<file path="src/rtl/pipe_pkg.sv">
// Shared pipeline constants: control-group layout and instruction field positions.
// Imported by the ID/EX register, its hazard detector and later the forwarding unit.
package pipe_pkg;

    localparam int WB_W = 2;
    localparam int M_W  = 2;
    localparam int EX_W = 4;

    // WB = {RegWrite, MemtoReg}, M = {MemWrite, MemRead}, EX = {ALUSrc, ALUOp[1:0], RegDst}
    localparam int REGWRITE = 1;
    localparam int MEMTOREG = 0;
    localparam int MEMWRITE = 1;
    localparam int MEMREAD  = 0;
    localparam int ALUSRC   = 3;
    localparam int REGDST   = 0;

    localparam int RS_HI = 25;
    localparam int RS_LO = 21;
    localparam int RT_HI = 20;
    localparam int RT_LO = 16;
    localparam int RD_HI = 15;
    localparam int RD_LO = 11;

endpackage

</file>
<file path="src/rtl/id_ex_pipe_reg_if.sv">
// Decode-to-execute bundle: ID-side inputs, EX-side registered outputs,
// the load-use stall back to fetch and the bubble counter.
interface id_ex_pipe_reg_if #(
    parameter int XLEN   = 32,
    parameter int REG_AW = 5,
    parameter int WB_W   = 2,
    parameter int M_W    = 2,
    parameter int EX_W   = 4,
    parameter int CNT_W  = 16
);

    logic              id_valid;
    logic [WB_W-1:0]   id_wb;
    logic [M_W-1:0]    id_m;
    logic [EX_W-1:0]   id_ex;
    logic [XLEN-1:0]   id_pc4;
    logic [XLEN-1:0]   id_rd1;
    logic [XLEN-1:0]   id_rd2;
    logic [XLEN-1:0]   id_imm;
    logic [XLEN-1:0]   id_instr;
    logic              ext_stall;
    logic              flush;

    logic              ex_valid;
    logic [WB_W-1:0]   ex_wb;
    logic [M_W-1:0]    ex_m;
    logic [EX_W-1:0]   ex_ex;
    logic [XLEN-1:0]   ex_pc4;
    logic [XLEN-1:0]   ex_rd1;
    logic [XLEN-1:0]   ex_rd2;
    logic [XLEN-1:0]   ex_imm;
    logic [REG_AW-1:0] ex_rs;
    logic [REG_AW-1:0] ex_rt;
    logic [REG_AW-1:0] ex_rd;
    logic              hazard_stall;
    logic [CNT_W-1:0]  bubble_cnt;

    modport master (
        output id_valid, id_wb, id_m, id_ex,
        output id_pc4, id_rd1, id_rd2, id_imm, id_instr,
        output ext_stall, flush,
        input  ex_valid, ex_wb, ex_m, ex_ex,
        input  ex_pc4, ex_rd1, ex_rd2, ex_imm,
        input  ex_rs, ex_rt, ex_rd,
        input  hazard_stall, bubble_cnt
    );

    modport slave (
        input  id_valid, id_wb, id_m, id_ex,
        input  id_pc4, id_rd1, id_rd2, id_imm, id_instr,
        input  ext_stall, flush,
        output ex_valid, ex_wb, ex_m, ex_ex,
        output ex_pc4, ex_rd1, ex_rd2, ex_imm,
        output ex_rs, ex_rt, ex_rd,
        output hazard_stall, bubble_cnt
    );

endinterface

</file>
<file path="src/rtl/id_ex_pipe_reg_load_use_detect.sv">
// Load-use hazard: a valid load in EX whose destination (rt, non-zero)
// is a source of the valid instruction in ID.
module load_use_detect #(
    parameter int REG_AW    = 5,
    parameter int HAZARD_EN = 1
) (
    input  logic              id_valid,
    input  logic [REG_AW-1:0] id_rs,
    input  logic [REG_AW-1:0] id_rt,
    input  logic              ex_valid,
    input  logic              ex_memread,
    input  logic [REG_AW-1:0] ex_rt,
    output logic              hazard
);

    logic rt_nz;
    logic match;

    assign rt_nz  = (ex_rt != '0);
    assign match  = (ex_rt == id_rs) || (ex_rt == id_rt);
    assign hazard = (HAZARD_EN != 0) && id_valid && ex_valid
                    && ex_memread && rt_nz && match;

endmodule

</file>
<file path="src/rtl/id_ex_pipe_reg.sv">
// ID/EX pipeline register with flush, external stall, load-use bubble
// insertion and a saturating bubble counter.
module id_ex_pipe_reg
    import pipe_pkg::*;
#(
    parameter int XLEN        = 32,
    parameter int REG_AW      = 5,
    parameter int WB_W        = pipe_pkg::WB_W,
    parameter int M_W         = pipe_pkg::M_W,
    parameter int EX_W        = pipe_pkg::EX_W,
    parameter int MEMREAD_BIT = pipe_pkg::MEMREAD,
    parameter int HAZARD_EN   = 1,
    parameter int CNT_W       = 16
) (
    input logic            clk,
    input logic            rst,
    id_ex_pipe_reg_if.slave bus
);

    logic              valid_q;
    logic [WB_W-1:0]   wb_q;
    logic [M_W-1:0]    m_q;
    logic [EX_W-1:0]   ex_q;
    logic [XLEN-1:0]   pc4_q;
    logic [XLEN-1:0]   rd1_q;
    logic [XLEN-1:0]   rd2_q;
    logic [XLEN-1:0]   imm_q;
    logic [REG_AW-1:0] rs_q;
    logic [REG_AW-1:0] rt_q;
    logic [REG_AW-1:0] rd_q;
    logic [CNT_W-1:0]  cnt_q;

    logic [REG_AW-1:0] id_rs;
    logic [REG_AW-1:0] id_rt;
    logic [REG_AW-1:0] id_rd;
    logic              hazard;

    assign id_rs = bus.id_instr[RS_HI:RS_LO];
    assign id_rt = bus.id_instr[RT_HI:RT_LO];
    assign id_rd = bus.id_instr[RD_HI:RD_LO];

    load_use_detect #(
        .REG_AW    (REG_AW),
        .HAZARD_EN (HAZARD_EN)
    ) u_lud (
        .id_valid   (bus.id_valid),
        .id_rs      (id_rs),
        .id_rt      (id_rt),
        .ex_valid   (valid_q),
        .ex_memread (m_q[MEMREAD_BIT]),
        .ex_rt      (rt_q),
        .hazard     (hazard)
    );

    always_ff @(posedge clk or posedge rst) begin
        if (rst) begin
            valid_q <= 1'b0;
            wb_q    <= '0;
            m_q     <= '0;
            ex_q    <= '0;
            pc4_q   <= '0;
            rd1_q   <= '0;
            rd2_q   <= '0;
            imm_q   <= '0;
            rs_q    <= '0;
            rt_q    <= '0;
            rd_q    <= '0;
            cnt_q   <= '0;
        end else if (bus.flush) begin
            valid_q <= 1'b0;
            wb_q    <= '0;
            m_q     <= '0;
            ex_q    <= '0;
            pc4_q   <= bus.id_pc4;
            rd1_q   <= bus.id_rd1;
            rd2_q   <= bus.id_rd2;
            imm_q   <= bus.id_imm;
            rs_q    <= id_rs;
            rt_q    <= id_rt;
            rd_q    <= id_rd;
        end else if (bus.ext_stall) begin
            valid_q <= valid_q;
        end else if (hazard) begin
            // bubble: kill control, keep datapath so the load stays visible
            valid_q <= 1'b0;
            wb_q    <= '0;
            m_q     <= '0;
            ex_q    <= '0;
            if (cnt_q != '1) begin
                cnt_q <= cnt_q + 1'b1;
            end
        end else begin
            valid_q <= bus.id_valid;
            wb_q    <= bus.id_valid ? bus.id_wb : '0;
            m_q     <= bus.id_valid ? bus.id_m  : '0;
            ex_q    <= bus.id_valid ? bus.id_ex : '0;
            pc4_q   <= bus.id_pc4;
            rd1_q   <= bus.id_rd1;
            rd2_q   <= bus.id_rd2;
            imm_q   <= bus.id_imm;
            rs_q    <= id_rs;
            rt_q    <= id_rt;
            rd_q    <= id_rd;
        end
    end

    assign bus.ex_valid     = valid_q;
    assign bus.ex_wb        = wb_q;
    assign bus.ex_m         = m_q;
    assign bus.ex_ex        = ex_q;
    assign bus.ex_pc4       = pc4_q;
    assign bus.ex_rd1       = rd1_q;
    assign bus.ex_rd2       = rd2_q;
    assign bus.ex_imm       = imm_q;
    assign bus.ex_rs        = rs_q;
    assign bus.ex_rt        = rt_q;
    assign bus.ex_rd        = rd_q;
    assign bus.hazard_stall = hazard;
    assign bus.bubble_cnt   = cnt_q;

endmodule

</file>
<file path="src/flat_wrapper.sv">
// flat-port wrapper written by rule: the top's interface ports become plain ports
module id_ex_pipe_reg_flat import pipe_pkg::*;
#(
    parameter int XLEN        = 32,
    parameter int REG_AW      = 5,
    parameter int WB_W        = pipe_pkg::WB_W,
    parameter int M_W         = pipe_pkg::M_W,
    parameter int EX_W        = pipe_pkg::EX_W,
    parameter int MEMREAD_BIT = pipe_pkg::MEMREAD,
    parameter int HAZARD_EN   = 1,
    parameter int CNT_W       = 16
)
  (clk, rst, bus_id_valid, bus_id_wb, bus_id_m, bus_id_ex, bus_id_pc4, bus_id_rd1, bus_id_rd2, bus_id_imm, bus_id_instr, bus_ext_stall, bus_flush, bus_ex_valid, bus_ex_wb, bus_ex_m, bus_ex_ex, bus_ex_pc4, bus_ex_rd1, bus_ex_rd2, bus_ex_imm, bus_ex_rs, bus_ex_rt, bus_ex_rd, bus_hazard_stall, bus_bubble_cnt);
  id_ex_pipe_reg_if #(.XLEN(XLEN), .REG_AW(REG_AW), .WB_W(WB_W), .M_W(M_W), .EX_W(EX_W), .CNT_W(CNT_W)) bus_i ();
  input logic clk;
  input logic rst;
  input wire logic [$bits(bus_i.id_valid)-1:0] bus_id_valid;
  input wire logic [$bits(bus_i.id_wb)-1:0] bus_id_wb;
  input wire logic [$bits(bus_i.id_m)-1:0] bus_id_m;
  input wire logic [$bits(bus_i.id_ex)-1:0] bus_id_ex;
  input wire logic [$bits(bus_i.id_pc4)-1:0] bus_id_pc4;
  input wire logic [$bits(bus_i.id_rd1)-1:0] bus_id_rd1;
  input wire logic [$bits(bus_i.id_rd2)-1:0] bus_id_rd2;
  input wire logic [$bits(bus_i.id_imm)-1:0] bus_id_imm;
  input wire logic [$bits(bus_i.id_instr)-1:0] bus_id_instr;
  input wire logic [$bits(bus_i.ext_stall)-1:0] bus_ext_stall;
  input wire logic [$bits(bus_i.flush)-1:0] bus_flush;
  output wire logic [$bits(bus_i.ex_valid)-1:0] bus_ex_valid;
  output wire logic [$bits(bus_i.ex_wb)-1:0] bus_ex_wb;
  output wire logic [$bits(bus_i.ex_m)-1:0] bus_ex_m;
  output wire logic [$bits(bus_i.ex_ex)-1:0] bus_ex_ex;
  output wire logic [$bits(bus_i.ex_pc4)-1:0] bus_ex_pc4;
  output wire logic [$bits(bus_i.ex_rd1)-1:0] bus_ex_rd1;
  output wire logic [$bits(bus_i.ex_rd2)-1:0] bus_ex_rd2;
  output wire logic [$bits(bus_i.ex_imm)-1:0] bus_ex_imm;
  output wire logic [$bits(bus_i.ex_rs)-1:0] bus_ex_rs;
  output wire logic [$bits(bus_i.ex_rt)-1:0] bus_ex_rt;
  output wire logic [$bits(bus_i.ex_rd)-1:0] bus_ex_rd;
  output wire logic [$bits(bus_i.hazard_stall)-1:0] bus_hazard_stall;
  output wire logic [$bits(bus_i.bubble_cnt)-1:0] bus_bubble_cnt;
  assign bus_i.id_valid = bus_id_valid;
  assign bus_i.id_wb = bus_id_wb;
  assign bus_i.id_m = bus_id_m;
  assign bus_i.id_ex = bus_id_ex;
  assign bus_i.id_pc4 = bus_id_pc4;
  assign bus_i.id_rd1 = bus_id_rd1;
  assign bus_i.id_rd2 = bus_id_rd2;
  assign bus_i.id_imm = bus_id_imm;
  assign bus_i.id_instr = bus_id_instr;
  assign bus_i.ext_stall = bus_ext_stall;
  assign bus_i.flush = bus_flush;
  assign bus_ex_valid = bus_i.ex_valid;
  assign bus_ex_wb = bus_i.ex_wb;
  assign bus_ex_m = bus_i.ex_m;
  assign bus_ex_ex = bus_i.ex_ex;
  assign bus_ex_pc4 = bus_i.ex_pc4;
  assign bus_ex_rd1 = bus_i.ex_rd1;
  assign bus_ex_rd2 = bus_i.ex_rd2;
  assign bus_ex_imm = bus_i.ex_imm;
  assign bus_ex_rs = bus_i.ex_rs;
  assign bus_ex_rt = bus_i.ex_rt;
  assign bus_ex_rd = bus_i.ex_rd;
  assign bus_hazard_stall = bus_i.hazard_stall;
  assign bus_bubble_cnt = bus_i.bubble_cnt;
  id_ex_pipe_reg #(.XLEN(XLEN), .REG_AW(REG_AW), .WB_W(WB_W), .M_W(M_W), .EX_W(EX_W), .MEMREAD_BIT(MEMREAD_BIT), .HAZARD_EN(HAZARD_EN), .CNT_W(CNT_W)) u_core (.clk(clk), .rst(rst), .bus(bus_i));
endmodule
</file>
<file path="config.mk">
export PLATFORM = sky130hd
export DESIGN_NAME = id_ex_pipe_reg_flat
export DESIGN_NICKNAME = d
export VERILOG_FILES = /design/src/rtl/pipe_pkg.sv /design/src/rtl/id_ex_pipe_reg_if.sv /design/src/rtl/id_ex_pipe_reg_load_use_detect.sv /design/src/rtl/id_ex_pipe_reg.sv /design/src/flat_wrapper.sv
export SDC_FILE = /design/constraint.sdc
export NUM_CORES = 1
export LEC_CHECK = 0
export ABC_AREA = 1
export CAP_MARGIN = 10
export CORE_MARGIN = 2
export CORE_UTILIZATION = 40
export DETAILED_ROUTE_END_ITERATION = 10
export PLACE_DENSITY = 0.79
export SYNTH_ARGS = -nofsm -noshare
export SYNTH_HDL_FRONTEND = slang
export SYNTH_HIERARCHICAL = 1
export SYNTH_SLANG_ARGS = --single-unit
</file>
<file path="constraint.sdc">
create_clock -name clk -period 8.6 [get_ports clk]
set_input_delay 1.72 -clock clk [delete_from_list [all_inputs] [get_ports clk]]
set_output_delay 1.72 -clock clk [all_outputs]
set_load 0.03 [all_outputs]
</file>
==> run_results.csv <==
group,metric,value,unit
min_path,hp-class,"flop to flop",
logic_synthesis,synthCells,531,
clock_network,holdBufCountCts,0,
timing,skew,11.8,ps
global_routing,grt_use_total,0.198,
logic_synthesis,yosysTopAreaCell,"dfrtp_1",
worst_setup_path,critPathMaxStageDelay,740,ps
routing,dr.pass1.iters,4,
finish,drive_above_1_share,0.227,
timing,holdWs,503,ps
pwr,irDropWorstVdd,0.129,mV
logic_synthesis,synth_top_area_frac,0.587,
routing,drtIter0Drc,126,
timing,period_minus_slack,5270,ps
global_routing,grt.busiest_layer,"met2",
finish,layout_commonest_cell,"clkdlybuf4s50_1",
worst_setup_path,r2r-start,"u_core/bus.ex_rt[1]",
clock_network,root_buffer,"clkbuf_16",
logic_synthesis,post_synth.cell_area_avg,13.5,um2
timing,report.final.hold_viol_count,0,
place,port_buffers,324,
place,gp_congestion,0.777,
finish,antenna_cells,0,
clock_network,cts.sinks,168,
logic_synthesis,syn_area,0.00717,mm2
logic_synthesis,syn_nets,705,
clock_network,cts_tree,"done",
worst_setup_path,worst_setup_path_start_kind,"input port",
floorplanning,fp-row-count,48,
global_routing,grt_start_max_net_pins,109,
logic_synthesis,ys_ff_latch,168,
pwr,internal_power,0.00149,W
timing,relSlewSlack,0.344,
worst_setup_path,cp.depth,8,
worst_setup_path,worstSetupPathType,"input port to primary output",
finish,syn_to_final_growth,55.5,%
clock_network,htreeDepth,4,
worst_setup_path,crit_fanout,3,
worst_setup_path,startpoint,"bus_id_instr[21]",
floorplanning,ios,342,
worst_setup_path,timing.rr.end,"u_core/bus.ex_rs[0]",
timing,setup_viol,0,
floorplanning,dieArea,0.0190,mm2
worst_setup_path,critical_path.top_delay_family,"buffers and inverters",
pwr,switching_share,0.279,
clock_network,post_cts_buffers,0,
routing,drc,0,
place,dp_cells,1064,
routing,detail-route-antenna-nets,0,
finish,fin_cells,1096,
timing,worst_pin_slew,984,ps
worst_setup_path,reg2regPathDepth,8,
worst_setup_path,path_buf_inv,3,
timing,fmax,190,MHz
pwr,switching_power,0.000578,W
global_routing,grt_pass1_vias,5419,
global_routing,grt_util_met3,0.0687,
logic_synthesis,synth_cell_type_count,24,
clock_network,path_clk_slew,70,ps
timing,final.setup.tns,0,ps
floorplanning,die_y,138,um
pwr,power_density,186,mW/mm2
logic_synthesis,seq_area_frac_synth,0.587,
finish,final_cell_mix,"clkdlybuf4s50_1, dfrtp_1, nand2_1",
worst_setup_path,reg2reg_slack,5390,ps
run,drv_cap,0,
worst_setup_path,end_kind,"primary output",
place,hpwl,13.7,mm
pwr,seqPwrFrac,0.427,
pwr,power.leakage,4.85,nW
logic_synthesis,yosysWarnings,6,
clock_network,cts_made_buffers,17,
timing,rsz0062_at_grt,"no",
pwr,clkPwrFrac,0.354,
finish,finalNetCount,1032,
clock_network,ctsLongestPathBuffers,2,
worst_setup_path,path_cells,"clkdlybuf4s50_1, nand2_1, inv_1, nor2_1, nor2_1, nand3_1, a21oi_2, clkdlybuf4s50_1",
global_routing,grt_pass1_wl,28.6,mm
worst_setup_path,crit_slowest_cell,"clkdlybuf4s50_1",
clock_network,cts_resized,0,
global_routing,grt_overflow,0,
routing,wl,18.8,mm
pwr,p_comb_frac,0.219,
floorplanning,start_util,0.411,
routing,post_drt_via_cell_ratio,4.74,
worst_setup_path,cp.arrival,3550,ps
global_routing,grt_use_met1,0.233,
logic_synthesis,synth.area.top_cells,"dfrtp_1, mux2_4, mux2_2, nand2_1, inv_1",
timing,fin_crit_sh,0.612,
pwr,finalPower,0.00207,W
floorplanning,core_area,0.0174,mm2
worst_setup_path,endpoint,"bus_hazard_stall",
floorplanning,die_w,138,um
routing,vias,5200,
worst_setup_path,cp_data_required_time,6880,ps
timing,slew_viol_final,0,
global_routing,antenna_found_initial,0,
clock_network,clk_latency,420,ps
routing,wl_per_cell,17.2,um
global_routing,grtUsageMet2,0.334,
status,status,"finished, final reports clean",
==> final cells by class <==
type                            count  area (um2)
Clock buffer                       19         443
Multi-Input combinational cell    310        2700
Tap cell                          225         282
Sequential cell                   168        4200
Clock inverter                     13         120
Timing Repair Buffer              327        3270
Inverter                           34         133
Fill cell                        1374        6270
==> power groups by stage <==
stage	clock network, W	registers (W)	logic (W)
floorplan	0	0.00101	0.000118
detailed placement	0	0.000897	0.000458
finish	0.000733	0.000883	0.000454
CTS	0.000758	0.000884	0.000460
global placement	0	0.000894	0.000453
global route	0.000789	0.000891	0.000478
==> worst min-delay path by stage <==
| stage | start | end | slack (ps) | cells after the start |
|---|---|---|---|---|
| finish | u_core/bus.ex_imm[0] | u_core/bus.ex_imm[0] | 500 | 1 |
| global route | u_core/bus.ex_imm[7] | u_core/bus.ex_imm[7] | 510 | 1 |
| CTS | u_core/bus.ex_pc4[30] | u_core/bus.ex_pc4[30] | 510 | 1 |
| global placement | u_core/bus.ex_rs[2] | u_core/bus.ex_rs[2] | 490 | 1 |
| floorplan | u_core/bus.bubble_cnt[15] | u_core/bus.bubble_cnt[15] | 670 | 2 |
| detailed placement | u_core/bus.ex_rd1[8] | u_core/bus.ex_rd1[8] | 490 | 1 |
==> cells in the mapped netlist <==
cell type	n
buf_4	1
clkbuf_1	1
nand3_1	20
xnor2_1	3
mux2_4	70
o21ai_0	9
nand3b_1	3
mux2_2	73
nor2_2	1
buf_6	9
nor2_1	23
nand2_1	78
nor2_4	3
inv_1	30
nand4_1	8
nand2_2	8
buf_2	8
xor2_1	5
dfrtp_1	168
ha_1	1
o21ai_1	1
a21oi_2	1
inv_2	4
o21ai_2	3
==> routing by layer <==
layer | part of all wire | vias to the layer above
li1 | - | 2426
met1 | 0.38 | 2531
met2 | 0.50 | 207
met3 | 0.089 | 36
met4 | 0.028 | 0
met5 | 0 | -
==> through the flow <==
stage                     setup WS, ps  area, um2   util
final                             3330      11100  0.640
after global routing              3170      11100  0.640
after CTS                         3270      11100  0.640
after detailed placement          3270      10600  0.607
after global placement            3280      10600  0.607
after floorplan                   2330       7170      -
==> logic make-up after synthesis <==
| family | Yosys count | share of synthesized area |
|---|---|---|
| compound gates | 14 | 0.0119 |
| simple gates | 144 | 0.0896 |
| xor+xnor | 8 | 0.00978 |
| mux | 143 | 0.261 |
| buf+inv | 53 | 0.0391 |
| fa+ha+maj | 1 | 0.00175 |
| flops | 168 | 0.587 |
==> sequential cells by signal, summed over array words and instances (netlist names) <==
name and count:
u_core/bus.ex_m 2, u_core/bus.ex_rt 5, u_core/bus.ex_pc4 32, u_core/bus.ex_rs 5, u_core/bus.ex_imm 32, u_core/bus.ex_valid 1
u_core/bus.bubble_cnt 16, u_core/bus.ex_ex 4, u_core/bus.ex_rd 5, u_core/bus.ex_rd2 32, u_core/bus.ex_rd1 32, u_core/bus.ex_wb 2
No activity file was read; power rests on OpenSTA's default activity.
